$ cat src/rtl/mac_array_pipe.sv
// N-lane MAC with a 3-stage valid/ready pipeline: operand register, lane products,
// adder tree plus partial sum (external or self-accumulated) with saturate/wrap reduction.
module mac_array_pipe #(
    parameter int LANES   = 4,
    parameter int BW      = 4,
    parameter int PSUM_BW = 16,
    parameter int SAT_EN  = 1
) (
    input  logic                  clk,
    input  logic                  reset,
    input  logic                  in_valid,
    output logic                  in_ready,
    input  logic [LANES*BW-1:0]   a_in,
    input  logic [LANES*BW-1:0]   b_in,
    input  logic [PSUM_BW-1:0]    c_in,
    input  logic                  acc_sel,
    output logic                  out_valid,
    input  logic                  out_ready,
    output logic [PSUM_BW-1:0]    out,
    output logic                  sat_flag
);

    localparam int PW = 2*BW + 1;
    localparam int WW = PSUM_BW + 2;
    localparam logic [WW-1:0] SAT_MAX = {3'b000, {(PSUM_BW-1){1'b1}}};
    localparam logic [WW-1:0] SAT_MIN = {3'b111, {(PSUM_BW-1){1'b0}}};

    logic                       r_v1, r_v2, r_v3;
    logic [LANES-1:0][BW-1:0]   r_a1, r_b1;
    logic [PSUM_BW-1:0]         r_c1, r_c2;
    logic                       r_acc1, r_acc2;
    logic [LANES-1:0][PW-1:0]   r_p2;
    logic [PSUM_BW-1:0]         r_out;
    logic                       r_sat;

    logic                       w_adv;
    logic [LANES-1:0][PW-1:0]   w_prod;
    logic [WW-1:0]              w_tree [2*LANES];
    logic [PSUM_BW-1:0]         w_addend;
    logic [WW-1:0]              w_total;
    logic [PSUM_BW-1:0]         w_res;
    logic                       w_sat;

    // The whole pipeline moves as one; a full stage 3 that cannot drain freezes everything.
    assign w_adv     = !r_v3 || out_ready;
    assign in_ready  = w_adv;
    assign out_valid = r_v3;
    assign out       = r_out;
    assign sat_flag  = r_sat;

    // Stage 1: operand capture.
    always_ff @(posedge clk or negedge reset) begin
        if (!reset) begin
            r_v1   <= 1'b0;
            r_a1   <= '0;
            r_b1   <= '0;
            r_c1   <= '0;
            r_acc1 <= 1'b0;
        end else if (w_adv) begin
            // NOTE: non-blocking so every stage samples the previous cycle's values.
            r_v1   <= in_valid;
            r_a1   <= a_in;
            r_b1   <= b_in;
            r_c1   <= c_in;
            r_acc1 <= acc_sel;
        end
    end

    // Unsigned activation times signed weight, both extended to the full product width.
    always_comb begin
        // NOTE: default first so no path through the block leaves a latch.
        w_prod = '0;
        for (int i = 0; i < LANES; i++) begin
            w_prod[i] = $signed({{(BW+1){1'b0}}, r_a1[i]}) *
                        $signed({{(BW+1){r_b1[i][BW-1]}}, r_b1[i]});
        end
    end

    // Stage 2: products, with the partial-sum operand carried alongside.
    always_ff @(posedge clk or negedge reset) begin
        if (!reset) begin
            r_v2   <= 1'b0;
            r_p2   <= '0;
            r_c2   <= '0;
            r_acc2 <= 1'b0;
        end else if (w_adv) begin
            r_v2   <= r_v1;
            r_p2   <= w_prod;
            r_c2   <= r_c1;
            r_acc2 <= r_acc1;
        end
    end

    // Binary adder tree in heap order: leaves at LANES..2*LANES-1, root at index 1.
    always_comb begin
        for (int k = 0; k < 2*LANES; k++) w_tree[k] = '0;
        for (int i = 0; i < LANES; i++) begin
            w_tree[LANES+i] = {{(WW-PW){r_p2[i][PW-1]}}, r_p2[i]};
        end
        for (int k = LANES-1; k >= 1; k--) begin
            w_tree[k] = w_tree[2*k] + w_tree[2*k+1];
        end
    end

    // Self-accumulate reads the live out register, so consecutive chained beats need no bubble.
    assign w_addend = r_acc2 ? r_out : r_c2;
    assign w_total  = w_tree[1] + {{2{w_addend[PSUM_BW-1]}}, w_addend};

    always_comb begin
        w_res = w_total[PSUM_BW-1:0];
        w_sat = 1'b0;
        if (SAT_EN != 0) begin
            if ($signed(w_total) > $signed(SAT_MAX)) begin
                w_res = SAT_MAX[PSUM_BW-1:0];
                w_sat = 1'b1;
            end else if ($signed(w_total) < $signed(SAT_MIN)) begin
                w_res = SAT_MIN[PSUM_BW-1:0];
                w_sat = 1'b1;
            end
        end else begin
            w_sat = (w_total != {{2{w_total[PSUM_BW-1]}}, w_total[PSUM_BW-1:0]});
        end
    end

    // Stage 3: bubbles leave out/sat_flag untouched and only drop the valid.
    always_ff @(posedge clk or negedge reset) begin
        if (!reset) begin
            r_v3  <= 1'b0;
            r_out <= '0;
            r_sat <= 1'b0;
        end else if (w_adv) begin
            r_v3 <= r_v2;
            if (r_v2) begin
                r_out <= w_res;
                r_sat <= w_sat;
            end
        end
    end

endmodule

$ cat config.mk
export PLATFORM = sky130hd
export DESIGN_NAME = mac_array_pipe
export DESIGN_NICKNAME = d
export VERILOG_FILES = /design/src/rtl/mac_array_pipe.sv
export SDC_FILE = /design/constraint.sdc
export NUM_CORES = 1
export LEC_CHECK = 0
export BUFFER_PORTS_ARGS = -buffer_cell sky130_fd_sc_hd__buf_4
export CAP_MARGIN = 20
export CORE_MARGIN = 4
export CORE_UTILIZATION = 35
export CTS_CLUSTER_SIZE = 30
export DETAILED_ROUTE_END_ITERATION = 16
export HOLD_SLACK_MARGIN = 0.05
export MAX_ROUTING_LAYER = met4
export PLACE_DENSITY = 0.52
export SETUP_SLACK_MARGIN = 0.02
export SYNTH_ARGS = -nofsm -noshare
export SYNTH_HDL_FRONTEND = slang
export SYNTH_SLANG_ARGS = --single-unit
$ cat constraint.sdc
create_clock -name clk -period 4.7 [get_ports clk]
set_input_delay 1.41 -clock clk [delete_from_list [all_inputs] [get_ports clk]]
set_output_delay 1.41 -clock clk [all_outputs]
set_load 0.02 [all_outputs]
==> impl_metrics.sql, run 1 <==
INSERT INTO impl_metrics (metric_group, metric, value, unit) VALUES
('yosys', 'synth-edff-count', '0', ''),
('cts', 'cts_root_buffer', 'sky130_fd_sc_hd__clkbuf_16', ''),
('place', 'numPortBuffers', '71', ''),
('drt', 'detail_route.wirelength', '18700', 'um'),
('worst_setup_path', 'setup.worst_path.class', 'flip-flop to flip-flop', ''),
('yosys', 'netlist_top_cells_area', 'sky130_fd_sc_hd__dfrtp_1 35%, sky130_fd_sc_hd__fa_1 13%, sky130_fd_sc_hd__ha_1 12%', ''),
('timing', 'rsz_0062_raised_after_global_routing', 'false', ''),
('place', 'post-dp-hpwl', '14000', 'um'),
('timing', 'finalWorstSetupSlack', '0.330', 'ns'),
('worst_setup_path', 'critical_path.startpoint_type', 'flip-flop', ''),
('finish', 'area.growth.synth_to_final', '17.3', '%'),
('place', 'gp_congestion', '0.809', ''),
('drt', 'detail_route.iter0.violations', '297', ''),
('drt', 'remaining_drc_errors', '0', ''),
('grt', 'grt_antenna_before_repair', '0', ''),
('timing', 'timing.final.crit_share', '93.0', '%'),
('yosys', 'synth.top_cells.by_count', '271 x sky130_fd_sc_hd__nand2_1, 133 x sky130_fd_sc_hd__inv_1, 122 x sky130_fd_sc_hd__dfrtp_1', ''),
('yosys', 'netlist-cell-type-count', '46', ''),
('yosys', 'postSynth.asyncResetShare', '100', '%'),
('drt', 'routed_wire_length_per_instance', '13.8', 'um'),
('yosys', 'synthesis.yosys.warnings', '0', ''),
('finish', 'finalNetCount', '1212', ''),
('min_path', 'hold_class', 'flip-flop to flip-flop', ''),
('timing', 'report.final.slew_viol_count', '0', ''),
('timing', 'tightestPinTransition', '0.966', 'ns'),
('yosys', 'seq_area_frac_synth', '35.5', '%'),
('run', 'max-cap-violations', '0', ''),
('place', 'post-place-ws', '0.255', 'ns'),
('cts', 'cts.path.max_buffers', '2', ''),
('cts', 'cts-hold-fix-buffers', '0', ''),
('timing', 'finalWorstPathRequiredPeriod', '4.37', 'ns'),
('finish', 'sequential_cell_area', '3050', 'um2'),
('timing', 'slew-limit-headroom', '35.6', '%'),
('finish', 'post_layout_nonfiller_instances', '1357', ''),
('drt', 'drt-pass1-iter-count', '4', ''),
('cts', 'tritoncts', 'built', ''),
('worst_setup_path', 'arrival', '4.71', 'ns'),
('drt', 'final_antenna_net_count', '0', ''),
('floorplanning', 'initial_core_util', '35.5', '%'),
('floorplanning', 'core.rowCount', '57', ''),
('timing', 'final_hold_viol_count', '0', ''),
('timing', 'final.setup_skew', '0.0127', 'ns'),
('finish', 'final_cell_area', '10100', 'um2'),
('yosys', 'synthDominantCellAreaShare', '35.5', '%'),
('worst_setup_path', 'required_worst_endpoint', '5.04', 'ns'),
('grt', 'largest_net_degree_at_the_start_of_global_routing', '118', ''),
('yosys', 'synthMostInstantiatedCell', 'sky130_fd_sc_hd__nand2_1', ''),
('finish', 'number_of_antenna_diodes', '0', ''),
('outcome', 'run_status', 'completed', ''),
('cts', 'cts.sink_count', '122', ''),
('yosys', 'synth_area_leader_cell', 'sky130_fd_sc_hd__dfrtp_1', ''),
('place', 'place_area', '9480', 'um2'),
('yosys', 'netlist_area', '8610', 'um2'),
('yosys', 'syn-num-nets', '1149', ''),
('yosys', 'synth_seq_cells', '122', ''),
('place', 'dpl.cell_count', '1325', ''),
('floorplanning', 'die_y', '165', 'um'),
('drt', 'vias', '6241', ''),
('cts', 'cts_inserted_buffers', '17', ''),
('floorplanning', 'die-area', '27200', 'um2'),
('yosys', 'syn_avg_cell_area', '9.00', 'um2'),
('cts', 'h-tree-depth', '4', ''),
('timing', 'final_setup_violation_count', '0', ''),
('finish', 'final_layout_size_suffix_gt1_share', '13.3', '%'),
('grt', 'global_route_wire_length_before_repair', '32200', 'um'),
('timing', 'tns', '0', 'ns'),
('cts', 'postCtsSetupRepairBufs', '0', ''),
('floorplanning', 'io-pin-count', '72', ''),
('yosys', 'synth_instances', '957', ''),
('drt', 'vias_per_cell', '4.60', ''),
('grt', 'first_global_vias', '6485', ''),
('cts', 'clk_pin_slew', '0.06', 'ns'),
('timing', 'clock.fmax', '229', 'MHz'),
('grt', 'overflow', '0', ''),
('yosys', 'postSynth.topFlopCell', 'sky130_fd_sc_hd__dfrtp_1', ''),
('finish', 'n_fill_cell', '2540', ''),
('finish', 'multi_input_comb_area', '4910', 'um2'),
('worst_setup_path', 'worst_setup_path_end_kind', 'flip-flop', ''),
('floorplanning', 'core', '24200', 'um2'),
('worst_setup_path', 'critical_path_peak_fanout', '11', ''),
('floorplanning', 'die_width', '165', 'um'),
('grt', 'total_routing_usage_reported_by_global_routing', '15.4', '%'),
('cts', 'clk_latency_worst_skew_pair', '0.42', 'ns');
metrics by stage:
| stage | hold slack (ns) | utilization (%) |
|---|---|---|
| floorplan | 0.435 | - |
| detailed placement | 0.456 | 39.1 |
| global placement | 0.452 | 39.1 |
| CTS | 0.470 | 41.7 |
| global route | 0.490 | 41.7 |
| finish | 0.464 | 41.7 |
cell type report:
class / instances / share of cell area, %
multi-input combinational: 668 / 48.6
sequential: 122 / 30.2
timing repair buffer: 78 / 6.05
inverter: 133 / 4.97
clock buffer: 17 / 4.21
tap: 324 / 4.01
clock inverter: 15 / 1.88
worst paths after layout:
path | start | to | slack (ns) | cells after the start
setup / recovery | r_p2[1] | out[3] | 0.33 | 15
hold / removal | r_acc1 | r_acc2 | 0.46 | 2
setup reg to reg | r_p2[1] | out[3] | 0.33 | 15
hold reg to reg | r_acc1 | r_acc2 | 0.46 | 2
max in group asynchronous | reset | out_valid | 2.79 | 2
min in group asynchronous | reset | r_a1[2] | 1.06 | 1
flip-flops by register name (all words and copies together), names as in the netlist:
register,count
r_b1,16
out_valid,1
r_v1,1
r_c1,16
r_v2,1
r_acc2,1
sat_flag,1
r_a1,16
r_p2,36
r_c2,16
out,16
r_acc1,1
placed cells by master (no fill, tap or decap), types with 2 or more instances in the layout:
| cell type | synthesis | routed |
|---|---|---|
| sky130_fd_sc_hd__a41oi_1 | 2 | 2 |
| sky130_fd_sc_hd__a21oi_2 | 2 | 2 |
| sky130_fd_sc_hd__xnor2_1 | 12 | 12 |
| sky130_fd_sc_hd__o21bai_1 | 5 | 5 |
| sky130_fd_sc_hd__xor2_1 | 18 | 18 |
| sky130_fd_sc_hd__a21o_1 | 12 | 12 |
| sky130_fd_sc_hd__o211ai_1 | 2 | 2 |
| sky130_fd_sc_hd__mux2_2 | 6 | 6 |
| sky130_fd_sc_hd__clkinvlp_4 | 0 | 4 |
| sky130_fd_sc_hd__inv_6 | 0 | 5 |
| sky130_fd_sc_hd__nand2b_1 | 9 | 9 |
| sky130_fd_sc_hd__nor2_1 | 23 | 23 |
| sky130_fd_sc_hd__nand2_1 | 271 | 271 |
| sky130_fd_sc_hd__clkbuf_16 | 0 | 17 |
| sky130_fd_sc_hd__maj3_2 | 8 | 8 |
| sky130_fd_sc_hd__dfrtp_1 | 122 | 122 |
| sky130_fd_sc_hd__buf_12 | 0 | 2 |
| sky130_fd_sc_hd__ha_1 | 85 | 85 |
| sky130_fd_sc_hd__buf_4 | 1 | 76 |
| sky130_fd_sc_hd__o21ai_1 | 14 | 15 |
| sky130_fd_sc_hd__and2_1 | 29 | 29 |
| sky130_fd_sc_hd__mux2i_1 | 11 | 11 |
| sky130_fd_sc_hd__maj3_1 | 2 | 2 |
| sky130_fd_sc_hd__o21ai_0 | 31 | 30 |
| sky130_fd_sc_hd__bufinv_16 | 0 | 3 |
| sky130_fd_sc_hd__fa_1 | 54 | 54 |
| sky130_fd_sc_hd__o211ai_2 | 2 | 2 |
| sky130_fd_sc_hd__a21oi_1 | 43 | 43 |
| sky130_fd_sc_hd__clkinv_4 | 0 | 3 |
| sky130_fd_sc_hd__inv_1 | 133 | 132 |
| sky130_fd_sc_hd__nand3_1 | 10 | 10 |
layer usage:
metal | track usage [%] | vias up | part of all wire, % | wire (um)
met5 | - | - | 0 | 0
met4 | 4.16 | 0 | 1.2 | 216
met3 | 2.45 | 20 | 2.7 | 501
met2 | 25.9 | 75 | 50 | 9310
met1 | 19.4 | 3013 | 46 | 8640
li1 | - | 3133 | - | -
worst max-delay path, stage by stage (launching register included):
cell                       delay [ns]
sky130_fd_sc_hd__dfrtp_1         0.32
sky130_fd_sc_hd__inv_1           0.07
sky130_fd_sc_hd__fa_1            0.57
sky130_fd_sc_hd__fa_1            0.45
sky130_fd_sc_hd__fa_1            0.48
sky130_fd_sc_hd__inv_1           0.07
sky130_fd_sc_hd__ha_1            0.19
sky130_fd_sc_hd__inv_1           0.07
sky130_fd_sc_hd__fa_1            0.40
sky130_fd_sc_hd__nor2b_1         0.20
sky130_fd_sc_hd__o31ai_2         0.11
sky130_fd_sc_hd__o21bai_1        0.30
sky130_fd_sc_hd__o41a_1          0.18
sky130_fd_sc_hd__nand2_1         0.29
sky130_fd_sc_hd__maj3_1          0.45
sky130_fd_sc_hd__o21ai_0         0.13
cells by family after synthesis:
kind of cell             synth area share (%)
AO/OA/AOI/OAI                            8.79
AND/OR/NAND/NOR                          16.7
XOR/XNOR                                 3.24
flip-flops                               35.5
adder cells (fa/ha/maj)                  26.2
multiplexers                             2.06
buffers and inverters                    7.54
what timing repair did:
| item | in CTS | in global routing |
|---|---|---|
| endpoints found under the setup margin | 0 | 1 |
| resized for setup | 0 | 1 |
| hold endpoints to repair | 0 | 0 |
Power of run 1 is not shown: default switching activity piles up to over one toggle a cycle in this logic, so the estimate is an artifact.
==> inputs of run 2 (changes only) <==
==> constraint.sdc (replaced) <==
create_clock -name clk -period 4.7 [get_ports clk]
set_input_delay 1.41 -clock clk [delete_from_list [all_inputs] [get_ports clk]]
set_output_delay 1.41 -clock clk [all_outputs]
set_load 0.1 [all_outputs]
==> impl_metrics.sql, run 2 (synthesized netlist as in run 1, its figures left out) <==
INSERT INTO impl_metrics (metric_group, metric, value, unit) VALUES
('drt', 'remaining_drc_errors', '0', ''),
('place', 'gp_congestion', '0.807', ''),
('drt', 'routed_wire_length_per_instance', '13.6', 'um'),
('timing', 'tightestPinTransition', '0.963', 'ns'),
('finish', 'final_cell_area', '10100', 'um2'),
('place', 'post-dp-hpwl', '14000', 'um'),
('floorplanning', 'die_width', '165', 'um'),
('timing', 'timing.final.crit_share', '92.3', '%'),
('timing', 'final_setup_violation_count', '0', ''),
('worst_setup_path', 'critical_path_peak_fanout', '11', ''),
('worst_setup_path', 'arrival', '4.68', 'ns'),
('drt', 'detail_route.iter0.violations', '307', ''),
('timing', 'report.final.slew_viol_count', '0', ''),
('grt', 'groute.layer.met2.usage', '25.0', '%'),
('grt', 'total_routing_usage_reported_by_global_routing', '15.4', '%'),
('grt', 'global_route.usage.met1', '19.8', '%'),
('timing', 'fin_hold_ws', '0.463', 'ns'),
('finish', 'area.growth.synth_to_final', '17.4', '%'),
('cts', 'clk_latency_worst_skew_pair', '0.42', 'ns'),
('worst_setup_path', 'critical_path.startpoint_type', 'flip-flop', ''),
('grt', 'overflow', '0', ''),
('worst_setup_path', 'required_worst_endpoint', '5.04', 'ns'),
('drt', 'drt-pass1-iter-count', '4', ''),
('timing', 'slew-limit-headroom', '35.8', '%'),
('grt', 'grt_most_used_layer', 'met2', ''),
('grt', 'grtUsageMet3', '2.67', '%'),
('cts', 'cts_root_buffer', 'sky130_fd_sc_hd__clkbuf_16', ''),
('worst_setup_path', 'setup.worst_path.class', 'flip-flop to flip-flop', ''),
('cts', 'cts_repair_resize_count', '0', ''),
('timing', 'tns', '0', 'ns'),
('finish', 'registers.top_by_ff_count', 'r_p2', ''),
('floorplanning', 'initial_core_util', '35.5', '%'),
('place', 'numPortBuffers', '71', ''),
('grt', 'first_global_vias', '6513', ''),
('timing', 'rsz_0062_raised_after_global_routing', 'false', ''),
('drt', 'final_antenna_net_count', '0', ''),
('grt', 'largest_net_degree_at_the_start_of_global_routing', '93', ''),
('drt', 'detail_route.wirelength', '18400', 'um'),
('floorplanning', 'core', '24200', 'um2'),
('finish', 'number_of_antenna_diodes', '0', ''),
('grt', 'grt_antenna_before_repair', '0', ''),
('grt', 'global_route_wire_length_before_repair', '32200', 'um'),
('outcome', 'run_status', 'completed', ''),
('floorplanning', 'core.rowCount', '57', ''),
('cts', 'h-tree-depth', '4', ''),
('floorplanning', 'io-pin-count', '72', ''),
('cts', 'cts_inserted_buffers', '17', ''),
('cts', 'cts-hold-fix-buffers', '0', ''),
('cts', 'clk_pin_slew', '0.07', 'ns'),
('finish', 'finalNetCount', '1213', ''),
('finish', 'final_cell_mix', '270 x sky130_fd_sc_hd__nand2_1, 132 x sky130_fd_sc_hd__inv_1, 122 x sky130_fd_sc_hd__dfrtp_1, 85 x sky130_fd_sc_hd__ha_1, 78 x sky130_fd_sc_hd__buf_4', ''),
('worst_setup_path', 'critical-path-max-stage-delay', '0.56', 'ns'),
('finish', 'max_reg_flops', '36', ''),
('worst_setup_path', 'crit_path_cells', 'fa_1, fa_1, inv_1, fa_1, inv_1, ha_1, a21oi_1, o21ai_0, mux2i_1, o41a_1, nand2_2, maj3_1, o21ai_0', ''),
('place', 'place_area', '9480', 'um2'),
('timing', 'finalWorstPathRequiredPeriod', '4.34', 'ns'),
('floorplanning', 'die-area', '27200', 'um2'),
('worst_setup_path', 'critPathSlowestCell', 'sky130_fd_sc_hd__fa_1', ''),
('drt', 'vias', '6191', ''),
('floorplanning', 'die_y', '165', 'um'),
('worst_setup_path', 'critical_path.most_common_cell', 'sky130_fd_sc_hd__fa_1', ''),
('cts', 'tritoncts', 'built', ''),
('drt', 'vias_per_cell', '4.56', ''),
('min_path', 'hold_class', 'flip-flop to flip-flop', ''),
('finish', 'n_fill_cell', '2518', ''),
('timing', 'clock.fmax', '230', 'MHz'),
('run', 'max-cap-violations', '0', ''),
('cts', 'postCtsSetupRepairBufs', '0', ''),
('cts', 'cts.sink_count', '122', ''),
('timing', 'final_hold_viol_count', '0', ''),
('finish', 'final_layout_size_suffix_gt1_share', '13.4', '%'),
('timing', 'final.setup_skew', '0.0125', 'ns'),
('cts', 'cts.path.max_buffers', '2', ''),
('worst_setup_path', 'worst_setup_path_end_kind', 'flip-flop', ''),
('finish', 'most_common_cell_after_layout_fill_and_taps_aside', 'sky130_fd_sc_hd__nand2_1', '');
[run 2: cell types whose count changed in the layout (fill, tap and decap cells not counted)]
cell,before,now
sky130_fd_sc_hd__o21ai_1,15,14
sky130_fd_sc_hd__clkinvlp_4,4,0
sky130_fd_sc_hd__nand2_2,0,1
sky130_fd_sc_hd__buf_4,76,78
sky130_fd_sc_hd__nand2_1,271,270
sky130_fd_sc_hd__o21ai_0,30,31
sky130_fd_sc_hd__inv_8,0,2
sky130_fd_sc_hd__buf_12,2,1
sky130_fd_sc_hd__inv_6,5,8
sky130_fd_sc_hd__clkinv_4,3,2
[run 2: path summary, 6_finish.rpt]
check / from / to / slack [ns] / cells after the start
setup / recovery: r_p2[8] / out[3] / 0.36 / 13
hold / removal: r_c2[1] / r_c2[1] / 0.46 / 2
setup reg to reg: r_p2[8] / out[3] / 0.36 / 13
hold reg to reg: r_c2[1] / r_c2[1] / 0.46 / 2
max in group asynchronous: reset / out[9] / 2.77 / 2
min in group asynchronous: reset / r_a1[1] / 1.09 / 1
[run 2: final cells by class]
| cell class | count | area [um2] | area share, % |
|---|---|---|---|
| multi-input combinational | 668 | 4920 | 48.6 |
| sequential | 122 | 3050 | 30.2 |
| timing repair buffer | 79 | 606 | 5.99 |
| inverter | 133 | 502 | 4.96 |
| clock buffer | 17 | 425 | 4.21 |
| tap | 324 | 405 | 4.01 |
| clock inverter | 15 | 200 | 1.98 |
[run 2: worst max-delay path: cells and delay by family, from the launching register on]
kind | cells | cell delay [ns]
multiplexers | 1 | 0.25
buffers and inverters | 2 | 0.15
adder cells (fa/ha/maj) | 5 | 2.44
flip-flops | 1 | 0.39
AO/OA/AOI/OAI | 4 | 0.83
AND/OR/NAND/NOR | 1 | 0.20
[run 2: routing by layer]
metal / vias up / wire (um)
li1: 3142 / -
met3: 17 / 584
met4: 0 / 334
met1: 2947 / 8580
met5: - / 0
met2: 85 / 8940
[run 2: stage by stage]
| step | worst slack (ns) | cells | utilization, % |
|---|---|---|---|
| global placement | 0.341 | 1326 | 39.1 |
| finish | 0.362 | 1358 | 41.7 |
| CTS | 0.188 | 1358 | 41.7 |
| global route | 0.0991 | 1358 | 41.7 |
| floorplan | 0.191 | 957 | - |
| detailed placement | 0.199 | 1326 | 39.1 |
Power of run 2 is left out for the same reason.
